$ cat src/rtl/fpu_rr_scheduler.sv
// Round-robin scheduler sharing one single-precision FPU datapath between N_REQ requesters.
// One operation in flight; result returned with the requester id on a valid/ready channel.
module fpu_rr_scheduler #(
   parameter int N_REQ       = 4,
   parameter int IDW         = ($clog2(N_REQ) > 1) ? $clog2(N_REQ) : 1,
   parameter int FPU_LATENCY = 1
) (
   input  logic                  clk,
   input  logic                  rst,
   input  logic [N_REQ-1:0]      req_valid,
   output logic [N_REQ-1:0]      req_ready,
   input  logic [32*N_REQ-1:0]   req_a,
   input  logic [32*N_REQ-1:0]   req_b,
   input  logic [2*N_REQ-1:0]    req_opcode,
   output logic                  rsp_valid,
   input  logic                  rsp_ready,
   output logic [IDW-1:0]        rsp_id,
   output logic [31:0]           rsp_result,
   output logic [31:0]           fpu_a,
   output logic [31:0]           fpu_b,
   output logic [1:0]            fpu_opcode,
   input  logic [31:0]           fpu_outp,
   output logic                  busy
);

   localparam int CW = (FPU_LATENCY > 1) ? $clog2(FPU_LATENCY) : 1;

   typedef enum logic [1:0] {
      S_IDLE,
      S_ISSUE,
      S_WAIT,
      S_RESP
   } state_t;

   state_t          state_q;
   logic [IDW-1:0]  last_q;
   logic [CW-1:0]   cnt_q;
   logic            rsp_valid_q;
   logic [IDW-1:0]  rsp_id_q;
   logic [31:0]     rsp_result_q;
   logic [31:0]     fpu_a_q;
   logic [31:0]     fpu_b_q;
   logic [1:0]      fpu_op_q;

   logic            grant_found;
   logic [IDW-1:0]  grant_idx;
   logic [IDW-1:0]  scan_idx;
   logic            handshake;

   // Scan starts just past the last winner, so the previous winner has lowest priority.
   // NOTE: every variable assigned in always_comb gets a default first; otherwise a latch is inferred.
   always_comb begin
      grant_found = 1'b0;
      grant_idx   = '0;
      scan_idx    = '0;
      for (int k = 1; k <= N_REQ; k++) begin
         scan_idx = IDW'((int'(last_q) + k) % N_REQ);
         if (!grant_found && req_valid[scan_idx]) begin
            grant_found = 1'b1;
            grant_idx   = scan_idx;
         end
      end
   end

   assign req_ready = (!rst && state_q == S_IDLE && grant_found)
                      ? (N_REQ'(1) << grant_idx) : '0;
   assign handshake = |(req_valid & req_ready);

   // NOTE: sequential state uses non-blocking assignments so every register samples pre-edge values.
   always_ff @(posedge clk) begin
      if (rst) begin
         state_q      <= S_IDLE;
         last_q       <= IDW'(N_REQ - 1);
         cnt_q        <= '0;
         rsp_valid_q  <= 1'b0;
         rsp_id_q     <= '0;
         rsp_result_q <= '0;
         fpu_a_q      <= '0;
         fpu_b_q      <= '0;
         fpu_op_q     <= 2'b00;
      end else begin
         case (state_q)
            S_IDLE: begin
               if (handshake) begin
                  fpu_a_q  <= req_a[32*grant_idx +: 32];
                  fpu_b_q  <= req_b[32*grant_idx +: 32];
                  fpu_op_q <= req_opcode[2*grant_idx +: 2];
                  rsp_id_q <= grant_idx;
                  last_q   <= grant_idx;
                  state_q  <= S_ISSUE;
               end
            end
            S_ISSUE: begin
               cnt_q   <= CW'(FPU_LATENCY - 1);
               state_q <= S_WAIT;
            end
            S_WAIT: begin
               if (cnt_q == '0) begin
                  rsp_result_q <= fpu_outp;
                  rsp_valid_q  <= 1'b1;
                  state_q      <= S_RESP;
               end else begin
                  cnt_q <= cnt_q - CW'(1);
               end
            end
            S_RESP: begin
               if (rsp_ready) begin
                  rsp_valid_q <= 1'b0;
                  state_q     <= S_IDLE;
               end
            end
            default: state_q <= S_IDLE;
         endcase
      end
   end

   assign rsp_valid  = rsp_valid_q;
   assign rsp_id     = rsp_id_q;
   assign rsp_result = rsp_result_q;
   assign fpu_a      = fpu_a_q;
   assign fpu_b      = fpu_b_q;
   assign fpu_opcode = fpu_op_q;
   assign busy       = (state_q != S_IDLE);

endmodule

$ cat config.mk
export PLATFORM = sky130hd
export DESIGN_NAME = fpu_rr_scheduler
export DESIGN_NICKNAME = d
export VERILOG_FILES = /design/src/rtl/fpu_rr_scheduler.sv
export SDC_FILE = /design/constraint.sdc
export NUM_CORES = 1
export LEC_CHECK = 0
export CAP_MARGIN = 10
export CORE_AREA = 2 2 161 163
export CTS_BUF_LIST = sky130_fd_sc_hd__clkbuf_8
export DETAILED_ROUTE_END_ITERATION = 8
export DIE_AREA = 0 0 163 165
export SLEW_MARGIN = 20
export SYNTH_ARGS = -nofsm -noshare
export SYNTH_HDL_FRONTEND = slang
export SYNTH_SLANG_ARGS = --single-unit
$ cat constraint.sdc
create_clock -name clk -period 1.9 [get_ports clk]
set_input_delay 0.38 -clock clk [delete_from_list [all_inputs] [get_ports clk]]
set_output_delay 0.38 -clock clk [all_outputs]
set_load 0.005 [all_outputs]
==> flow_metrics.py <==
metrics = {
    "synth": {
        "synthFlopType": "dfxtp_1",
        "synth_top_cell_by_area": "dfxtp_1",
        "netlist_top_cells_count": "dfxtp_1 (105), mux2i_1 (99), inv_1 (71)",
        "syn_area_mm2": 0.006218,
        "syn_inst": 763,
        "yosys.area.top_type_share_pct": 33.80,
        "yosys_warnings": 0,
        "synth-seq-cells": 105,
        "postSynthAreaPerCell_um2": 8.150,
        "syn_nets": 1070,
        "synth_edf_count": 0,
        "yosysMostFrequentCell": "dfxtp_1",
        "ys_top_cells_by_area": "dfxtp_1 (34%), mux2i_1 (16%), and4_1 (9.3%), o211ai_1 (8.1%), a31oi_1 (6.6%)",
        "ys_seq_area_share_pct": 33.80,
        "ys_types": 37,
        "async_reset_ff_share_pct": 0,
    },
    "detailed_routing": {
        "routed_wirelength_um": 28670,
        "drt_iter0_drc": 487,
        "wire_per_inst_um": 19.15,
        "drt-pass1-iter-count": 7,
        "detail_route.vias_per_cell": 4.813,
        "ant_nets": 0,
        "num_vias": 7205,
        "drcViolationCount": 0,
    },
    "place": {
        "dp.cells": 1456,
        "portBuffers": 408,
        "place.gp.congestion": 0.8517,
        "place_ws_ns": -0.7064,
        "hpwl_um": 20200,
    },
    "die": {
        "io_pins": 409,
        "dieArea_mm2": 0.02690,
        "die_h_um": 165,
        "initial_core_util_pct": 24.84,
        "row_count": 58,
        "core_area_mm2": 0.02504,
        "die_w_um": 163,
    },
    "worst_setup_path": {
        "end_kind": "output pin",
        "critPathRequiredTime_ns": 1.52,
        "critical_path.max_fanout": 3,
        "worst_setup_path_start_kind": "flop",
        "worst_ep_arrival_time_ns": 1.65,
        "path_class": "reg2out",
    },
    "cts": {
        "clock_latency_ns": 0.40,
        "clkSinkCount": 105,
        "cts_tree": "built",
        "clk_pin_slew_ns": 0.11,
        "cts_buffers": 9,
        "htreeDepth": 3,
        "cts_hold_buf": 0,
        "clockBufferDepth": 2,
        "clockRootBuffer": "clkbuf_8",
    },
    "power_and_ir_drop": {
        "power_density_mw_per_mm2": 970.2,
        "ir_worst_vdd_mv": 0.4622,
        "power_uw": 11100,
        "cellLeakagePower_uw": 0.004493,
    },
    "run": {
        "max_cap_viol_count": 0,
    },
    "sta": {
        "worst_slack_ns": -0.1293,
        "setup_tns_ns": -0.6360,
        "rsz0062_at_grt": "true",
        "worst_pin_slew_ns": 0.4641,
        "min_period_ns": 2.029,
        "setup_viol": 9,
        "final-max-slew-violation-count": 0,
        "final.setup_skew_ns": 0.01395,
        "hold_viol": 0,
        "max_slew_margin_pct": 69.06,
        "min_period_over_period_pct": 106.8,
        "max_freq_ghz": 0.4928,
    },
    "global_route": {
        "grt_pass1_wl_um": 40230,
        "globalRouteOverflowTotal": 0,
        "antenna_found_initial": 3,
        "grt_pass1_vias": 7076,
        "grt_max_degree": 83,
        "grt_usage_pct": 19.56,
    },
    "cells_and_area": {
        "final_nets": 1468,
        "utilization_pct": 45.71,
        "drive_above_1_share_pct": 9.614,
        "stdcell_count": 1497,
        "area_growth_pct": 84.04,
    },
    "min_path": {
        "hold_class": "reg2reg",
    },
    "run_status": {
        "failed_checks": "negative setup slack",
        "outcome": "complete, but fails checks",
    },
}
## stage by stage
| stage | hold slack (ns) | instance area (um2) |
|---|---|---|
| 4_1_cts | 0.4743 | 11110 |
| 5_1_grt | 0.4911 | 11440 |
| 3_3_place_gp | 0.4437 | 10750 |
| 6_report | 0.4757 | 11440 |
| 3_5_place_dp | 0.4580 | 10750 |
| 2_1_floorplan | 0.4527 | 6218 |
## sequential cells by signal, summed over array words and instances (netlist names)
name        count
state_q         2
fpu_a          32
fpu_b          32
rsp_valid       1
rsp_result     32
fpu_opcode      2
last_q          2
rsp_id          2
## metal layers
layer | GRT usage (%) | part of all wire, % | routed length, um
met5 | 0 | 0.056 | 16
met4 | 5.792 | 2.0 | 575
met3 | 5.224 | 8.0 | 2303
met2 | 34.90 | 50 | 14240
met1 | 22.92 | 40 | 11530
## layout make-up
type | count | area (um2)
multi-input cells | 506 | 3610
fillers | 2523 | 13590
inverters | 71 | 269.0
well taps | 330 | 412.9
flip-flops and latches | 105 | 2106
clock inverters | 6 | 62.56
clock buffers | 9 | 123.9
repair buffers | 468 | 4856
diodes | 2 | 5.005
## path summary, 6_finish.rpt
path	to	startpoint	slack [ns]	depth (start not counted)
max	req_ready[0]	last_q[0]$_SDFFE_PP1P_	-0.13	6
min	rsp_id[1]$_SDFFE_PP0P_	rsp_id[1]$_SDFFE_PP0P_	0.48	2
max reg2reg	fpu_a[8]$_SDFFE_PP0P_	last_q[0]$_SDFFE_PP1P_	-0.06	6
min reg2reg	rsp_id[1]$_SDFFE_PP0P_	rsp_id[1]$_SDFFE_PP0P_	0.48	2
## worst max-delay path: stages, from the launching register on
cell     delay [ns]
dfxtp_2        0.35
and2b_4        0.27
a21oi_2        0.06
and2_4         0.17
buf_6          0.12
nor3_4         0.15
buf_2          0.15
## cell usage in the layout, fill, tap and decap left out, drive strengths merged, types with 2 or more instances in the layout
| master | count |
|---|---|
| inv | 75 |
| nor2 | 41 |
| buf | 59 |
| nand2b | 2 |
| dlygate4sd2 | 4 |
| a21oi | 4 |
| ha | 4 |
| clkinv | 2 |
| a31oi | 66 |
| nor3 | 5 |
| dfxtp | 105 |
| o21ai | 70 |
| clkbuf | 15 |
| mux2i | 99 |
| and4 | 66 |
| nand2 | 70 |
| diode | 2 |
| clkdlybuf4s50 | 399 |
| o211ai | 67 |
## timing repair
| action | in CTS | in global routing |
|---|---|---|
| pin swaps | 8 | 6 |
| endpoints found under the setup margin | 72 | 59 |
| cloned | 2 | 8 |
| resized for setup | 50 | 32 |
| setup buffers | 6 | 8 |
## cell families (layout without fill, tap and decap cells)
kind of cell               Yosys count  in the layout  share of synthesized area (%)
other                                0              2                              0
AOI/OAI and AO/OA                  212            212                          21.63
buffers and inverters              152            554                          10.38
and+or+nand+nor                    191            191                          17.44
DFF                                105            105                          33.80
muxes                               99             99                          15.94
adders and majority gates            4              4                         0.8049
## report_power, final
group	leakage (uW)	internal (uW)	switching, uW
clock	0.0000954	509	938
combinational	0.00354	3600	2600
sequential	0.000862	3010	444
Power figures use the tool's default switching activity.
